===== config.mk =====
export PLATFORM = sky130hd
export DESIGN_NAME = imem_fill_resp_flat
export DESIGN_NICKNAME = d
export VERILOG_FILES = /design/src/rtl/imem_fill_resp_if.sv /design/src/rtl/imem_fill_resp.sv /design/src/flat_wrapper.sv
export SDC_FILE = /design/constraint.sdc
export NUM_CORES = 1
export LEC_CHECK = 0
export CORE_ASPECT_RATIO = 1.5
export CORE_MARGIN = 2
export CORE_UTILIZATION = 50
export DETAILED_ROUTE_END_ITERATION = 8
export GPL_ROUTABILITY_DRIVEN = 0
export HOLD_SLACK_MARGIN = 0.12
export PLACE_DENSITY = 0.89
export RECOVER_POWER = 50
export SLEW_MARGIN = 10
export SYNTH_ARGS = -nofsm -noshare
export SYNTH_HDL_FRONTEND = slang
export SYNTH_SLANG_ARGS = --single-unit

===== constraint.sdc =====
create_clock -name clk -period 18.8 [get_ports clk]
set_clock_uncertainty 0.05 [all_clocks]
set_input_delay 3.76 -clock clk [delete_from_list [all_inputs] [get_ports clk]]
set_output_delay 3.76 -clock clk [all_outputs]
set_load 0.005 [all_outputs]

===== src/rtl/imem_fill_resp_if.sv =====
// Request/response bundle between the I-cache, the fill responder and the backing memory port.
// The master modport is the I-cache plus memory side; the slave modport is the responder.
interface imem_fill_resp_if #(
    parameter int LINE    = 256,
    parameter int BEAT    = 64,
    parameter int BLK_LEN = 59
);
    logic [BLK_LEN-1:0] b_addr_i;
    logic               b_rd_i;
    logic [LINE-1:0]    b_data_i;
    logic               b_dv_i;
    logic               inv;
    logic               m_req;
    logic [63:0]        m_addr;
    logic               m_gnt;
    logic [BEAT-1:0]    m_rdata;
    logic               m_rvalid;

    modport master (
        output b_addr_i, b_rd_i, inv, m_gnt, m_rdata, m_rvalid,
        input  b_data_i, b_dv_i, m_req, m_addr
    );

    modport slave (
        input  b_addr_i, b_rd_i, inv, m_gnt, m_rdata, m_rvalid,
        output b_data_i, b_dv_i, m_req, m_addr
    );
endinterface


===== src/rtl/imem_fill_resp.sv =====
// L2-side I-cache line-fill responder with a one-entry line buffer; hit answers at cycle 2,
// a miss after BEATS beat fetches. Memory backpressure via m_gnt; several beats may be outstanding.
module imem_fill_resp #(
    parameter int LINE    = 256,
    parameter int BEAT    = 64,
    parameter int BLK_LEN = 59
) (
    input  logic              clk,
    input  logic              rst,
    imem_fill_resp_if.slave   bus
);
    localparam int BEATS  = LINE / BEAT;
    localparam int CW     = $clog2(BEATS) + 1;
    localparam int OFF    = $clog2(BEAT / 8);
    localparam int BLK_SH = $clog2(LINE / 8);

    typedef enum logic [2:0] {S_IDLE, S_ADDR, S_FILL, S_DONE, S_GAP} state_t;

    state_t             state_q;
    logic [BLK_LEN-1:0] blk_q;
    logic [BLK_LEN-1:0] buf_blk_q;
    logic               buf_v_q;
    logic [CW-1:0]      issued_q;
    logic [CW-1:0]      returned_q;
    logic [LINE-1:0]    line_q;
    logic               b_dv_q;
    logic               m_req_q;
    logic [63:0]        m_addr_q;

    logic [CW-1:0]      issued_d;
    logic               ret_v;
    logic               fill_done;
    logic               hit;

    function automatic logic [63:0] beat_addr(input logic [BLK_LEN-1:0] b, input logic [CW-1:0] idx);
        return (64'(b) << BLK_SH) | (64'(idx) << OFF);
    endfunction

    always_comb begin
        issued_d  = issued_q + CW'(m_req_q & bus.m_gnt);
        ret_v     = (state_q == S_FILL) && bus.m_rvalid && (returned_q < CW'(BEATS));
        fill_done = ret_v && (returned_q == CW'(BEATS - 1));
        hit       = buf_v_q && (buf_blk_q == bus.b_addr_i) && !bus.inv;
    end

    always_ff @(posedge clk or posedge rst) begin
        if (rst) begin
            state_q    <= S_IDLE;
            blk_q      <= '0;
            buf_blk_q  <= '0;
            buf_v_q    <= 1'b0;
            issued_q   <= '0;
            returned_q <= '0;
            line_q     <= '0;
            b_dv_q     <= 1'b0;
            m_req_q    <= 1'b0;
            m_addr_q   <= '0;
        end else begin
            b_dv_q <= 1'b0;
            if (bus.inv) buf_v_q <= 1'b0;
            case (state_q)
                S_IDLE: begin
                    if (bus.b_rd_i) state_q <= S_ADDR;
                end
                S_ADDR: begin
                    if (!bus.b_rd_i) begin
                        state_q <= S_IDLE;
                    end else begin
                        blk_q <= bus.b_addr_i;
                        if (hit) begin
                            b_dv_q  <= 1'b1;
                            state_q <= S_DONE;
                        end else begin
                            issued_q   <= '0;
                            returned_q <= '0;
                            buf_v_q    <= 1'b0;
                            m_req_q    <= 1'b1;
                            m_addr_q   <= beat_addr(bus.b_addr_i, '0);
                            state_q    <= S_FILL;
                        end
                    end
                end
                S_FILL: begin
                    issued_q <= issued_d;
                    m_req_q  <= (issued_d < CW'(BEATS));
                    if (issued_d < CW'(BEATS)) m_addr_q <= beat_addr(blk_q, issued_d);
                    if (ret_v) begin
                        for (int k = 0; k < BEATS; k++) begin
                            if (returned_q == CW'(k)) line_q[k*BEAT +: BEAT] <= bus.m_rdata;
                        end
                        returned_q <= returned_q + CW'(1);
                    end
                    // An invalidate landing on the completing beat keeps the buffer invalid.
                    if (fill_done) begin
                        buf_blk_q <= blk_q;
                        buf_v_q   <= !bus.inv;
                        b_dv_q    <= 1'b1;
                        state_q   <= S_DONE;
                    end
                end
                S_DONE:  state_q <= S_GAP;
                S_GAP:   state_q <= S_IDLE;
                default: state_q <= S_IDLE;
            endcase
        end
    end

    assign bus.b_data_i = line_q;
    assign bus.b_dv_i   = b_dv_q;
    assign bus.m_req    = m_req_q;
    assign bus.m_addr   = m_addr_q;
endmodule


===== src/flat_wrapper.sv =====
// flat-port wrapper written by rule: the top's interface ports become plain ports
module imem_fill_resp_flat 
#(
    parameter int LINE    = 256,
    parameter int BEAT    = 64,
    parameter int BLK_LEN = 59
)
  (clk, rst, bus_b_addr_i, bus_b_rd_i, bus_inv, bus_m_gnt, bus_m_rdata, bus_m_rvalid, bus_b_data_i, bus_b_dv_i, bus_m_req, bus_m_addr);
  imem_fill_resp_if #(.LINE(LINE), .BEAT(BEAT), .BLK_LEN(BLK_LEN)) bus_i ();
  input  logic clk;
  input  logic rst;
  input wire logic [$bits(bus_i.b_addr_i)-1:0] bus_b_addr_i;
  input wire logic [$bits(bus_i.b_rd_i)-1:0] bus_b_rd_i;
  input wire logic [$bits(bus_i.inv)-1:0] bus_inv;
  input wire logic [$bits(bus_i.m_gnt)-1:0] bus_m_gnt;
  input wire logic [$bits(bus_i.m_rdata)-1:0] bus_m_rdata;
  input wire logic [$bits(bus_i.m_rvalid)-1:0] bus_m_rvalid;
  output wire logic [$bits(bus_i.b_data_i)-1:0] bus_b_data_i;
  output wire logic [$bits(bus_i.b_dv_i)-1:0] bus_b_dv_i;
  output wire logic [$bits(bus_i.m_req)-1:0] bus_m_req;
  output wire logic [$bits(bus_i.m_addr)-1:0] bus_m_addr;
  assign bus_i.b_addr_i = bus_b_addr_i;
  assign bus_i.b_rd_i = bus_b_rd_i;
  assign bus_i.inv = bus_inv;
  assign bus_i.m_gnt = bus_m_gnt;
  assign bus_i.m_rdata = bus_m_rdata;
  assign bus_i.m_rvalid = bus_m_rvalid;
  assign bus_b_data_i = bus_i.b_data_i;
  assign bus_b_dv_i = bus_i.b_dv_i;
  assign bus_m_req = bus_i.m_req;
  assign bus_m_addr = bus_i.m_addr;
  imem_fill_resp #(.LINE(LINE), .BEAT(BEAT), .BLK_LEN(BLK_LEN)) u_core (.clk(clk), .rst(rst), .bus(bus_i));
endmodule

### Yosys cells after proc, flatten, opt, wreduce, memory -nomap -nowiden

Index checks and enable logic that the tools add are counted.

* output and inout port bits: 322
* input bits: 129
* bits in writable memories: 0
* memories: 0
* bits in latches: 0
* word-level logic and storage cells: 77
* ROM bits: 0
* bits in registers: 450

* multiplexer cells: 26
* shifts and indexed selects: 0
* eq/ne operators: 13
* $lt $le $gt $ge: 2
* multiply operators: 0
* divide/modulo/power cells: 0
* add/sub/neg operators: 2
* reductions and logical operators: 19
* bitwise operators: 2

Operators by type and width (number)
* 64-bit 2-to-1 mux: 3
* 64-bit one-hot mux with 2 select lines: 1
* 64-bit by 6-bit OR with 64-bit output: 1
* 59-bit == test: 1
* 3-bit 2-to-1 mux: 6
* 3-bit AND reduction: 5
* 3-bit by 2-bit == test with 1-bit output (second input constant): 4
* 3-bit one-hot mux with 2 select lines: 2
* 3-bit one-hot mux with 4 select lines: 1
* 1-bit 2-to-1 mux: 10
* 2-bit != test (second input constant): 4
* 4-bit AND reduction: 2
* 3-bit by 1-bit == test with 1-bit output (second input constant): 2
* 3-bit logical NOT: 2
* 3-bit less-than comparator (second input constant): 2
* 1-bit one-hot mux with 2 select lines: 3
* 2-bit AND reduction: 3
* 1-bit logical AND: 5
* 2-bit by 1-bit != test with 1-bit output (second input constant): 2
* 3-bit by 1-bit adder with 3-bit output (second input constant): 1
* 3-bit adder: 1
* 2-bit nonzero test: 1
* 1-bit bitwise AND: 1
* 1-bit logical NOT: 1

### Depth between registers and ports, before layout

* depth after elaboration: 6
* mapped depth: 10
* mapped depth without buffers: 8

### Worst setup path before layout

No wires, ideal clock.

* path kind: input port to flip-flop
* start point: input port bus_m_gnt
* end point: register u_core.m_addr_q[11] (netlist: u_core.bus.m_addr[11])
* path buffers: 2
* stages: 10
* setup time: 132 ps
* path slack: 13104 ps
* arrival: 5514 ps
* required time: 18618 ps
* cell sequence: and2_1 -> ha_1 -> ha_1 -> xnor2_1 -> and2_1 -> nor2_1 -> buf_2 -> buf_2 -> a221oi_1 -> mux2i_1

* cells in the longest elaborated chain, start to end: 5

Ends and longest elaborated chain
* start: declaration: RTL line flat_wrapper.sv:15 `input wire logic [$bits(bus_i.m_gnt)-1:0] bus_m_gnt;`
* 1-bit bitwise AND: RTL line imem_fill_resp.sv:40 `issued_d = issued_q + CW'(m_req_q & bus.m_gnt);`
* 3-bit adder: RTL line imem_fill_resp.sv:40
* 3-bit less-than comparator: RTL line imem_fill_resp.sv:86 `if (issued_d < CW'(BEATS)) m_addr_q <= beat_addr(blk_q, issued_d);`
* 2-bit != test (no line)
* 4-bit AND reduction (no line)
* end signal: assignment: RTL line imem_fill_resp.sv:78 `m_addr_q <= beat_addr(bus.b_addr_i, '0);`
* end signal: assignment: RTL line imem_fill_resp.sv:86
* end: declaration: RTL line imem_fill_resp.sv:28 `logic [63:0] m_addr_q;`

No other way between the ends.
A chain may end at the register's enable or synchronous reset.

==> flow_summary.yaml <==
global_routing:
  globalRouteOverflowTotal: 0
  antenna_found_initial: 1
  grt_pass1_vias: 15800
  grt_usage_pct: 29.8
  grt_pass1_wl_mm: 90.2
  grt_start_max_net_pins: 192
floorplanning:
  fp.dieH_um: 241
  fp.dieArea_um2: 39100
  io_pins: 451
  fp.coreArea_um2: 36900
  start_util_pct: 50.9
  fp-row-count: 86
  die_x_um: 162
power_and_ir_drop:
  share_comb_of_total_power_pct: 33.9
  swShare_pct: 32.2
  power_switching_w: 0.00117
  p_leak_nw: 12.6
  share_seq_of_total_power_pct: 42.1
  ir_drop_v: 0.000117
  power_density_nw_per_um2: 146
  cell_internal_pwr_w: 0.00246
  p_total_w: 0.00362
  power_frac_clock_pct: 24.1
synthesis:
  synth_top_cell_by_area: "dfrtp_1"
  synthSimpleGateAreaFrac_pct: 14.4
  syn_area_um2: 18800
  syn-instance-count: 1665
  ys_types: 37
  ys.flop_type: "dfrtp_1"
  yosysWarnings: 0
  avgSynthCellArea_um2: 11.3
  synth_fa_ha_area_share_pct: 0.467
  muxShareOfSynthArea_pct: 15.0
  synth_edf_count: 0
  synth_top_family_by_area: "multiplexers"
  yosysTopAreaCellShare_pct: 59.6
  yosysSeqAreaShare_pct: 59.6
  synth-xor-area-share_pct: 2.85
  async_flop_share_pct: 100
  synth_compound_area_share_pct: 4.85
  synth_area_leaders: "dfrtp_1 60%, nand2_1 11%, mux2_2 10%"
  ys_ff_latch: 447
routing:
  drc: 0
  dr_total_vias: 14800
  vias_per_cell: 5.73
  drt-pass1-iter-count: 7
  ant_nets: 0
  wirelength_mm: 58.8
  avgRoutedWirePerCell_um: 22.7
  drtIter0Drc: 1289
cts:
  clock_sinks: 447
  path_clk_slew_ns: 0.06
  ctsHoldBuffers: 0
  cts_made_buffers: 42
  cts_setup_buffers: 0
  clk_latency_ns: 0.55
  post_cts_resized: 0
  cts_tree: "built"
  h-tree-depth: 2
  clock_path_buffers: 3
  cts-root-buf: "clkbuf_16"
sta:
  slew_headroom_pct: -258
  min_period_ns: 10.24
  period_share_pct: 54.4
  worst_slew_pin_slew_ns: 5.35
  max_freq_mhz: 97.7
  slew_violations: 430
  hold_slack_ns: 0.423
  rsz0062_at_grt: "no"
  hold_viol: 0
  finalSetupTns_ns: 0
  setup_viol: 0
layout:
  syn2layout_area_growth_pct: 32.5
  fin_cells: 2586
  drive_gt1_share_pct: 12.2
  fill_cells: 2463
  final_cell_mix: "551 x nand2_1, 447 x dfrtp_1, 322 x dlygate4sd3_1, 171 x mux2_2, 125 x clkdlybuf4s50_1"
  final_nets: 2205
  final_common_cell: "nand2_1"
  utilization_pct: 67.4
worst_setup_path:
  cp.required_ns: 19.27
  worstPathArrival_ns: 10.70
  start_kind: "input pin"
  cpPeakStageDelay_ns: 3.00
  cp_max_fo: 119
  rrSetupSlack_ns: 12.75
  path_class: "in2async"
  end_kind: "async pin"
  path_cells: "dlygate4sd3_1 > clkinvlp_2 > clkbuf_1 > buf_4"
  cpMaxStageDelayCell: "clkinvlp_2"
placement:
  io_buffers: 447
  place_hpwl_mm: 38.0
  dp_cells: 2509
outcome:
  status: "finished, violations left"
  violations: "max-capacitance violations, max-slew violations"
min_path:
  hold_class: "reg2reg"
flow_run:
  max_cap_violations: 6
==> power groups by stage <==
| stage | clock network, W | logic (W) | registers (W) |
|---|---|---|---|
| finish | 0.000871 | 0.00123 | 0.00152 |
| global route | 0.000917 | 0.00132 | 0.00155 |
| CTS | 0.000879 | 0.00132 | 0.00153 |
| detailed placement | 0 | 0.00130 | 0.00153 |
| global placement | 0 | 0.00125 | 0.00150 |
| floorplan | 0 | 0.000548 | 0.00150 |
==> cell usage after synthesis (all sizes together), types with 4 or more instances <==
cell      n
a221oi   59
mux2    192
buf      60
nand4    16
mux2i    65
and3     61
o21ai     5
xnor2    60
a21oi    66
clkbuf   43
ha        7
inv       4
dfrtp   447
nand2   555
==> cell families after synthesis <==
family / Yosys count
simple gates: 650
flops: 447
mux: 257
compound gates: 135
buf+inv: 107
xor+xnor: 61
fa+ha+maj: 7
other cells: 1
==> critical path: cells and delay by family <==
kind     cells  cell delay (ns)
buf+inv      4             6.83
==> final timing paths <==
path,from,endpoint,depth (start not counted)
setup / recovery,rst,u_core.bus.b_data_i[131],4
setup reg to reg,u_core.state_q[2],u_core.bus.m_addr[38],5
max in group clk,bus_b_rd_i,u_core.bus.m_addr[38],5
min in group asynchronous,rst,u_core.bus.m_addr[18],2
hold / removal,u_core.bus.b_data_i[235],u_core.bus.b_data_i[235],2
hold reg to reg,u_core.bus.b_data_i[235],u_core.bus.b_data_i[235],2
==> final cells by class <==
cell class	instances	area (µm²)	area share (%)
Clock inverter	16	198	0.795
Multi-Input combinational cell	1113	7090	28.5
Clock buffer	59	1190	4.77
Tap cell	484	606	2.44
Antenna cell	2	5.00	0.0201
Sequential cell	447	11200	45.0
Inverter	4	16.3	0.0654
Timing Repair Buffer	461	4580	18.4
==> registers in the layout, summed over array words and instances, names as in the netlist <==
| name | cells |
|---|---|
| u_core.issued_q | 3 |
| u_core.bus.m_req | 1 |
| u_core.buf_blk_q | 59 |
| u_core.buf_v_q | 1 |
| u_core.blk_q | 59 |
| u_core.returned_q | 3 |
| u_core.bus.b_dv_i | 1 |
| u_core.state_q | 3 |
| u_core.bus.b_data_i | 256 |
| u_core.bus.m_addr | 61 |
==> metrics by stage <==
step                setup slack, ns  instance area [µm²]
finish                         8.56                24900
global route                   7.16                24900
CTS                           12.49                24900
detailed placement            11.92                23500
global placement              11.98                23500
floorplan                      2.53                18800
==> metal layers <==
layer	part of all wire, %	up-vias	global-route usage [%]
met5	0	-	0
met4	7.6	0	19.6
met3	8.1	208	7.74
met2	51	755	51.7
met1	33	7434	32.1
li1	-	6427	-
Power figures use the tool's default switching activity.
